## src/rtl/handshake_elastic_buf.sv

```systemverilog
// handshake_elastic_buf
//   DEPTH-entry elastic buffer between two valid/ready interfaces.
//   First-word-fall-through output, registered up_ready, one word per
//   cycle sustained throughput, occupancy count, almost-full flag and a
//   synchronous flush.
//
// Ports
//   clk, rst_n        clock (rising edge), asynchronous active-low reset
//   flush             synchronous clear; wins over push/pop in the same cycle
//   up_valid/up_data  upstream word offer
//   up_ready          registered "can accept" (no comb path from down_ready)
//   down_valid/_data  head of buffer (purely from registered state)
//   down_ready        downstream accept
//   count             words currently stored
//   almost_full       count >= AFULL_THRESH, registered alongside count
module handshake_elastic_buf #(
  parameter int WORD_WIDTH   = 8,
  parameter int DEPTH        = 4,
  parameter int AFULL_THRESH = DEPTH - 1
) (
  input  logic                         clk,
  input  logic                         rst_n,
  input  logic                         flush,
  input  logic                         up_valid,
  input  logic [WORD_WIDTH-1:0]        up_data,
  output logic                         up_ready,
  output logic                         down_valid,
  output logic [WORD_WIDTH-1:0]        down_data,
  input  logic                         down_ready,
  output logic [$clog2(DEPTH+1)-1:0]   count,
  output logic                         almost_full
);

  localparam int PTR_W = $clog2(DEPTH);
  localparam int CNT_W = $clog2(DEPTH+1);

  logic [DEPTH-1:0][WORD_WIDTH-1:0] mem;
  logic [PTR_W-1:0]                 wr_ptr, rd_ptr;
  logic                             push, pop;
  logic [CNT_W-1:0]                 next_count;

  assign push = up_valid & up_ready;
  assign pop  = down_valid & down_ready;

  // Output side reads only registered state, so nothing on up_* can reach
  // down_* within a cycle. The head slot is never the write target while
  // occupied (push requires count < DEPTH), which keeps down_data stable
  // during a downstream stall.
  assign down_valid = (count != '0);
  assign down_data  = mem[rd_ptr];

  always_comb begin
    next_count = count;
    if (flush)
      next_count = '0;
    else begin
      case ({push, pop})
        2'b10:   next_count = count + CNT_W'(1);
        2'b01:   next_count = count - CNT_W'(1);
        default: next_count = count;
      endcase
    end
  end

  always_ff @(posedge clk or negedge rst_n) begin
    if (!rst_n) begin
      mem         <= '0;
      wr_ptr      <= '0;
      rd_ptr      <= '0;
      count       <= '0;
      up_ready    <= 1'b0;
      almost_full <= 1'b0;
    end else begin
      count       <= next_count;
      // Ready and almost_full look at the post-update occupancy, so a pop
      // from full raises up_ready one cycle later (single bubble).
      up_ready    <= (next_count != CNT_W'(DEPTH));
      almost_full <= (next_count >= CNT_W'(AFULL_THRESH));
      if (flush) begin
        wr_ptr <= '0;
        rd_ptr <= '0;
      end else begin
        if (push) begin
          mem[wr_ptr] <= up_data;
          wr_ptr      <= wr_ptr + PTR_W'(1);  // DEPTH is a power of two: natural wrap
        end
        if (pop)
          rd_ptr <= rd_ptr + PTR_W'(1);
      end
    end
  end

endmodule

```

## config.mk

```make
export PLATFORM = sky130hd
export DESIGN_NAME = handshake_elastic_buf
export DESIGN_NICKNAME = d
export VERILOG_FILES = /design/src/rtl/handshake_elastic_buf.sv
export SDC_FILE = /design/constraint.sdc
export NUM_CORES = 1
export LEC_CHECK = 0
export ABC_AREA = 0
export CORE_MARGIN = 1.5
export CORE_UTILIZATION = 55
export DETAILED_ROUTE_END_ITERATION = 16
export PLACE_DENSITY = 0.76
export SETUP_SLACK_MARGIN = 0.4
export SLEW_MARGIN = 10
export SYNTH_ARGS = -nofsm -noshare
export SYNTH_HDL_FRONTEND = slang
export SYNTH_SLANG_ARGS = --single-unit
```

## constraint.sdc

```tcl
create_clock -name clk -period 3.9 [get_ports clk]
set_input_delay 1.17 -clock clk [delete_from_list [all_inputs] [get_ports clk]]
set_output_delay 1.17 -clock clk [all_outputs]
set_load 0.1 [all_outputs]
```

==> impl_metrics.toml, run 1 <==
[synth]
mappedNetlistArea_mm2 = 0.001914
synthCells = 123
synth_area_per_cell_um2 = 15.56
post_synth_fa_ha_maj_area_fraction_pct = 4.314
muxShareOfSynthArea_pct = 28.82
library_cells_used_by_synthesis = 28
synth-seq-cells = 41
compound_cell_area_share_of_the_yosys_netlist_pct = 1.895
nets_in_the_synthesized_netlist = 142
post_synthesis_share_of_cell_area_spent_on_and_or_nand_and_nor_gates_pct = 7.255
synth_top_family_by_area = "multiplexers"
synth-xor-area-share_pct = 2.288
ys_seq_area_share_pct = 53.59
ys_warn_count = 0

[critical_path]
critical_path.endpoint_type = "primary output"
startpoint_type = "flip-flop"
worst-path-buf-inv = 1
crit-reg2reg-launch = "count[1]"
crit_path_top_delay_cell = "sky130_fd_sc_hd__clkdlybuf4s50_1"
timing.critical_path.fanout_max = 6
reg2reg_to = "up_ready"
max_stage_delay_ns = 0.98
timing.reg2reg.worst_path_depth = 6
reg2reg_slack_ns = 1.48
timing.critical_path.max_delay_family = "buffers and inverters"
timing.critical_path.cells = "or3_1, clkdlybuf4s50_1"
worst_path_required_ns = 2.73
ws_path_type = "reg2out"
cp.arrival_ns = 2.14

[detailed_routing]
avgRoutedWirePerCell_um = 16.40
final_antenna_net_count = 0
first_pass_iters = 4
number_of_drc_violations_after_detailed_routing = 0
drt_wl_total_um = 3247
drt_iter0_drc = 40
route.detailed.vias_per_inst = 5.616
vias = 1112

[timing]
finalSetupTns_ns = 0
final.min_clock_period_ns = 3.315
grt_setup_unrepaired = "no"
timing.max_slew.rel_slack_pct = 34.78
period_share_pct = 84.99
hold_violation_count_in_the_final_report = 0
skew_ns = 0.004135
setup_violations = 0
report.final.slew_viol_count = 0
worst-slew-pin-transition_ns = 0.9753
maxClockFrequency_ghz = 0.3017

[layout]
layout_commonest_cell = "sky130_fd_sc_hd__dfrtp_1"
layout_common_cells = "sky130_fd_sc_hd__dfrtp_1 (41), sky130_fd_sc_hd__mux2_1 (32), sky130_fd_sc_hd__clkdlybuf4s50_1 (13), sky130_fd_sc_hd__buf_4 (12), sky130_fd_sc_hd__mux4_2 (8)"
antenna_cells_inserted = 0
final_net_count = 171
drive_above_1_share_pct = 23.68
util_after_layout_pct = 66.67
area_growth_syn_to_layout_pct = 16.21

[min_path]
hold_class = "reg2reg"
hold_path_startpoint = "mem[23]"
timing.hold.worst_path_depth = 1
min_delay_worst_endpoint = "mem[23]"

[placed_design]
place.detailed.hpwl_um = 2264
place.port_buffers = 26
globalplace.congestion = 0.7046

[floorplan]
floorplan.core_area_mm2 = 0.003337
die_width_um = 62.00
ios = 27
core.rowCount = 21
die_area_mm2 = 0.003843
initial_utilization_pct = 57.37
die_height_um = 62.00

[global_route]
gr-total-overflow = 0
grt_pass1_wl_um = 4995
grt_start_max_net_pins = 42
overall_global_routing_resource_usage_pct = 19.00
grt_pass1_vias = 1069
initial_antenna_violation_count = 0

[clocking]
cts.sinks = 41
clock_tree.htree_level_count = 2
ctsLongestPathBuffers = 2
cts_tree = "done"
clkLatencyLatePin_ns = 0.34
ctsResizeCount = 0
cts.reportedPaths.clkPinSlew_ns = 0.11
cts_hold_buf = 0
clock-root-buffer = "sky130_fd_sc_hd__clkbuf_4"
cts_post_setup_buffers_inserted = 0
cts-buffers-inserted = 5

[status]
run_status = "finished, final reports clean"

[job]
max_cap_violations = 0
## final cells by class
class	count	area, um^2
flip-flops and latches	41	1026
repair buffers	26	225.2
inverters	2	7.507
well taps	46	57.56
multi-input cells	76	853.3
fillers	272	1112
clock buffers	7	55.05
## routing by layer
| metal | part of all wire (%) | track usage, % | routed length [um] |
|---|---|---|---|
| met4 | 2.3 | 9.119 | 74 |
| met3 | 3.8 | 3.727 | 123 |
| met2 | 52 | 32.29 | 1680 |
| met1 | 42 | 23.17 | 1370 |
| met5 | 0 | 0 | 0 |
## cells in the mapped netlist, drive strengths merged
master | n | share of area [%]
or3 | 1 | 0.33
buf | 3 | 1.2
ha | 5 | 3.3
xnor2 | 4 | 1.8
o31a | 1 | 0.46
mux2 | 33 | 19
fa | 1 | 1.0
a21oi | 1 | 0.26
nand3b | 1 | 0.39
o21ai | 1 | 0.26
nand2 | 7 | 2.9
nand3 | 2 | 0.52
a211o | 1 | 0.46
nor2 | 3 | 0.59
clkbuf | 1 | 0.20
dfrtp | 41 | 54
xor2 | 1 | 0.46
and3b | 1 | 0.46
and2b | 3 | 1.4
inv | 2 | 0.39
o311ai | 1 | 0.46
mux4 | 8 | 9.4
or4 | 1 | 0.59
## state kept, by name (all words and copies together) (netlist names)
register / flops
up_ready: 1
count: 3
rd_ptr: 2
almost_full: 1
wr_ptr: 2
mem: 32
## how the worst max path moves through the flow
stage	slack (ns)	endpoint	cells past startpoint	start
after floorplan	0.93	down_valid	1	count[0]
after global placement	0.52	up_ready	7	up_valid
after detailed placement	0.46	up_ready	7	up_valid
after CTS	0.57	down_valid	2	count[1]
after global routing	0.53	down_valid	2	count[1]
final	0.59	down_valid	2	count[1]
## kinds of logic after synthesis
logic type | Yosys count
xor+xnor | 5
compound gates | 5
simple gates | 19
buf+inv | 6
flops | 41
mux | 41
fa+ha+maj | 6
## through the flow
step | area (um^2) | hold slack (ns) | cells | worst slack [ns]
3_5_place_dp | 2170 | 0.4774 | 191 | 0.4642
5_1_grt | 2225 | 0.5175 | 198 | 0.5254
6_report | 2225 | 0.4952 | 198 | 0.5853
3_3_place_gp | 2170 | 0.4688 | 191 | 0.5163
2_1_floorplan | 1914 | 0.4587 | 123 | 0.9272
4_1_cts | 2225 | 0.5033 | 198 | 0.5707
Power of run 1 is left out: the tool's default activity adds up to more than one toggle a clock period on the data nets, which glitch-free logic cannot reach.
==> run 2: changes to the inputs <==
- CORE_UTILIZATION: 55 -> 53
- PLACE_DENSITY: 0.76 -> 0.74
- clock period: 3.9 -> 3.05 ns (I/O delays scaled with it)
==> impl_metrics.toml, run 2 (same netlist as run 1, synthesis figures left out) <==
[timing]
maxClockFrequency_ghz = 0.3795
final.min_clock_period_ns = 2.635
skew_ns = 0.008064
timing.max_slew.rel_slack_pct = 41.57
worst-slew-pin-transition_ns = 0.8764
period_share_pct = 86.39
report.final.slew_viol_count = 0
hold_violation_count_in_the_final_report = 0
setup_violations = 0
finalSetupTns_ns = 0
grt_setup_unrepaired = "no"

[critical_path]
cp.arrival_ns = 2.87
timing.critical_path.fanout_max = 2
crit-reg2reg-launch = "count[1]"
timing.reg2reg.worst_path_depth = 6
startpoint_type = "input port"
reg2reg_slack_ns = 0.75
cp-startpoint = "up_valid"
reg2reg_to = "up_ready"
ws_path_type = "in2reg"
critical_path.endpoint_type = "flip-flop"
worst_path_required_ns = 3.28

[detailed_routing]
number_of_drc_violations_after_detailed_routing = 0
drt_iter0_drc = 19
first_pass_iters = 4
final_antenna_net_count = 0
vias = 1104
drt_wl_total_um = 3340
avgRoutedWirePerCell_um = 16.14
route.detailed.vias_per_inst = 5.333

[layout]
largest_register_ff_count = 32
layout_common_cells = "sky130_fd_sc_hd__dfrtp_1 (36), sky130_fd_sc_hd__mux2_1 (32), sky130_fd_sc_hd__buf_4 (16), sky130_fd_sc_hd__clkdlybuf4s50_1 (10), sky130_fd_sc_hd__mux4_2 (8)"
final_net_count = 180
biggestRegsByFlops = "mem (32), count (3)"
multiInputGateArea_um2 = 864.6
sequential_cell_area_mm2 = 0.001032
antenna_cells_inserted = 0
largest_register = "mem"
area_growth_syn_to_layout_pct = 26.01
drive_above_1_share_pct = 34.78
layout_commonest_cell = "sky130_fd_sc_hd__dfrtp_1"
fillerInstances = 235

[floorplan]
core.rowCount = 21
die_width_um = 63.10
ios = 27
die_area_mm2 = 0.003982
floorplan.core_area_mm2 = 0.003390
initial_utilization_pct = 56.48
die_height_um = 63.10

[placed_design]
place.detailed.hpwl_um = 2360
place.port_buffers = 26
globalplace.congestion = 0.7474

[clocking]
clock_tree.htree_level_count = 2
cts.reportedPaths.clkPinSlew_ns = 0.11
cts_hold_buf = 0
ctsLongestPathBuffers = 2
clkLatencyLatePin_ns = 0.34
cts_tree = "done"
cts-buffers-inserted = 5
cts.sinks = 41
clock-root-buffer = "sky130_fd_sc_hd__clkbuf_4"

[global_route]
overall_global_routing_resource_usage_pct = 19.57
gr-total-overflow = 0
grt_start_max_net_pins = 42
grt_pass1_vias = 1202
grt_pass1_wl_um = 5837
initial_antenna_violation_count = 0

[min_path]
min_delay_worst_endpoint = "mem[31]"
timing.hold.worst_path_depth = 1
hold_class = "reg2reg"
hold_path_startpoint = "mem[31]"

[status]
run_status = "finished, final reports clean"

[job]
max_cap_violations = 0
[run 2: cell types whose count changed in the layout (fill, tap and decap cells not counted), sizes merged]
cell           previous run  this run
buf                      13        24
clkinv                    0         1
clkdlybuf4s50            13        10
dlymetal6s2s              0         1
clkbuf                    7         5
bufinv                    0         1
[run 2: layer usage]
metal | global-route usage [%] | wire length, um
met5 | 0 | 0
met1 | 24.63 | 1480
met2 | 32.05 | 1676
met3 | 5.714 | 153
met4 | 7.500 | 31
[run 2: area by class of cell]
class	count	area share, %
Inverter	2	0.3112
Clock inverter	2	1.452
Tap cell	46	2.386
Clock buffer	5	1.556
Timing Repair Buffer	35	15.66
Multi-Input combinational cell	76	35.84
Sequential cell	41	42.79
[run 2: timing repair]
item,in CTS,in global routing
endpoints found under the hold margin,0,0
setup buffers,2,1
endpoints found under the setup margin,7,1
resized for setup,3,3
pin swaps,0,1
[run 2: metrics by stage]
step	hold WS [ns]	setup WS [ns]	util [%]	instance area [um^2]	std cells
2_1_floorplan	0.4587	0.4366	-	1919	123
5_1_grt	0.5158	0.3915	71.17	2412	207
4_1_cts	0.5033	0.4192	70.69	2396	206
3_3_place_gp	0.4678	0.003775	67.92	2302	197
6_report	0.4992	0.4152	71.17	2412	207
3_5_place_dp	0.4754	-0.05229	67.92	2302	197
[run 2: worst max path at each step]
stage	to	slack (ns)	cells past startpoint
6_report	up_ready	0.42	7
5_1_grt	up_ready	0.39	7
4_1_cts	up_ready	0.42	7
2_1_floorplan	up_ready	0.44	6
3_5_place_dp	up_ready	-0.05	7
3_3_place_gp	up_ready	0.004	7
[run 2: worst max-delay path: stages]
cell	delay, ns
sky130_fd_sc_hd__clkdlybuf4s50_1	0.49
sky130_fd_sc_hd__nand2_2	0.07
sky130_fd_sc_hd__ha_2	0.19
sky130_fd_sc_hd__fa_2	0.34
sky130_fd_sc_hd__xnor2_1	0.15
sky130_fd_sc_hd__or4_4	0.42
sky130_fd_sc_hd__a211o_1	0.30
Power of run 2 is left out for the same reason.
==> run 3: changes to the inputs <==
--- a/config.mk
+++ b/config.mk
@@ -7,5 +7,5 @@
 export LEC_CHECK = 0
 export ABC_AREA = 0
-export CORE_MARGIN = 1.5
+export CORE_MARGIN = 2
 export CORE_UTILIZATION = 53
 export DETAILED_ROUTE_END_ITERATION = 16
==> constraint.sdc (replaced) <==
create_clock -name clk -period 3.05 [get_ports clk]
set_input_delay 0.915 -clock clk [delete_from_list [all_inputs] [get_ports clk]]
set_output_delay 0.915 -clock clk [all_outputs]
set_load 0.01 [all_outputs]
==> impl_metrics.toml, run 3 (same netlist as run 1, synthesis figures left out) <==
[status]
run_status = "finished, final reports clean"

[timing]
period_share_pct = 86.19
hold_violation_count_in_the_final_report = 0
final.min_clock_period_ns = 2.629
worst-slew-pin-transition_ns = 0.8759
setup_violations = 0
skew_ns = 0.006263
grt_setup_unrepaired = "no"
timing.max_slew.rel_slack_pct = 41.61
finalSetupTns_ns = 0
maxClockFrequency_ghz = 0.3804
report.final.slew_viol_count = 0

[floorplan]
die_area_mm2 = 0.004109
ios = 27
die_height_um = 64.10
core.rowCount = 21
die_width_um = 64.10
initial_utilization_pct = 56.04
floorplan.core_area_mm2 = 0.003416

[critical_path]
crit-reg2reg-launch = "count[1]"
reg2reg_slack_ns = 0.79
timing.reg2reg.worst_path_depth = 6
ws_path_type = "in2reg"
max_stage_delay_ns = 0.48
timing.critical_path.cells = "clkdlybuf4s50_1, nand2_1, ha_2, fa_2, xnor2_1, or4_4, a211o_1"
crit_path_top_delay_cell = "sky130_fd_sc_hd__clkdlybuf4s50_1"
timing.critical_path.fanout_max = 2
worst-path-buf-inv = 1
cp.arrival_ns = 2.85
startpoint_type = "input port"
reg2reg_to = "up_ready"
timing.critical_path.max_delay_family = "adder cells"
worst_path_required_ns = 3.27
critical_path.endpoint_type = "flip-flop"

[layout]
antenna_cells_inserted = 0
largest_register_ff_count = 32
area_growth_syn_to_layout_pct = 21.96
largest_register = "mem"
final_net_count = 180
layout_common_cells = "sky130_fd_sc_hd__dfrtp_1 (40), sky130_fd_sc_hd__mux2_1 (32), sky130_fd_sc_hd__clkdlybuf4s50_1 (16), sky130_fd_sc_hd__mux4_2 (8)"
biggestRegsByFlops = "mem (32), count (3)"
drive_above_1_share_pct = 21.60
layout_commonest_cell = "sky130_fd_sc_hd__dfrtp_1"

[detailed_routing]
route.detailed.vias_per_inst = 5.399
first_pass_iters = 4
drt_wl_total_um = 3330
drt_iter0_drc = 42
number_of_drc_violations_after_detailed_routing = 0
vias = 1123
final_antenna_net_count = 0
avgRoutedWirePerCell_um = 16.01

[placed_design]
place.detailed.hpwl_um = 2376
place.port_buffers = 26
globalplace.congestion = 0.7072

[min_path]
hold_path_startpoint = "mem[23]"
timing.hold.worst_path_depth = 1
hold_class = "reg2reg"
min_delay_worst_endpoint = "mem[23]"

[clocking]
clock_tree.htree_level_count = 2
clkLatencyLatePin_ns = 0.33
cts_hold_buf = 0
cts-buffers-inserted = 5
cts.reportedPaths.clkPinSlew_ns = 0.11
ctsLongestPathBuffers = 2
clock-root-buffer = "sky130_fd_sc_hd__clkbuf_4"
cts_tree = "done"
cts.sinks = 41

[global_route]
overall_global_routing_resource_usage_pct = 19.24
busiest_layer = "met2"
global_route.usage.met1_pct = 24.48
initial_antenna_violation_count = 0
grt_start_max_net_pins = 42
gr-total-overflow = 0
grt_pass1_wl_um = 5830
grt_use_met3_pct = 6.338
globalRouteMet2Util_pct = 32.03
grt_pass1_vias = 1224

[power_and_ir_drop]
standby_leakage_power_nw = 1.081
power.total_w = 0.002058
powerDensity_mw_per_mm2 = 881.6
worst_ir_drop_on_vdd_v = 0.0004927

[job]
max_cap_violations = 0
run 3: final cells by class:
cell class | instances | area (um^2)
fill | 267 | 1081
tap | 46 | 57.56
multi-input combinational | 76 | 862.1
sequential | 41 | 1027
timing repair buffer | 35 | 331.6
inverter | 2 | 7.507
clock buffer | 8 | 48.80
run 3: worst reg2reg max path: cells and delay by family (launching register included):
family / cells / cell delay [ns]
compound gates: 2 / 0.60
simple gates: 1 / 0.42
flops: 1 / 0.47
xor+xnor: 1 / 0.15
fa+ha+maj: 2 / 0.52
run 3: power by group:
group	total (W)	internal [W]	switching [W]
clock	0.000247	0.0000921	0.000155
sequential	0.000914	0.000771	0.000143
combinational	0.000897	0.000558	0.000340
run 3: worst max-delay path by stage:
stage,startpoint,end,slack (ns),cells past startpoint
after CTS,down_ready,up_ready,0.42,7
final,up_valid,up_ready,0.42,7
after detailed placement,down_ready,up_ready,-0.04,7
after floorplan,down_ready,up_ready,0.46,6
after global routing,count[1],down_valid,0.40,2
after global placement,up_valid,up_ready,0.007,7
run 3: routing by layer:
layer,wire (um),vias up
met5,0,-
met4,15,0
met3,154,2
met2,1675,25
met1,1485,574
li1,-,522
run 3: timing repair:
item,CTS,global route
endpoints found under the setup margin,9,9
resized for setup,10,12
cloned,0,0
setup buffers,0,1
pin swaps,3,1
run 3: per-stage QoR:
step | cell area, um^2 | instances | hold slack [ns] | setup slack [ns] | utilization, %
finish | 2335 | 208 | 0.4970 | 0.4212 | 68.35
global route | 2335 | 208 | 0.5100 | 0.4020 | 68.35
CTS | 2303 | 207 | 0.5037 | 0.4189 | 67.44
detailed placement | 2260 | 199 | 0.4775 | -0.03944 | 66.15
global placement | 2260 | 199 | 0.4678 | 0.006561 | 66.15
floorplan | 1914 | 123 | 0.4587 | 0.4650 | -
Note: power is estimated with default switching activity, not from simulation.
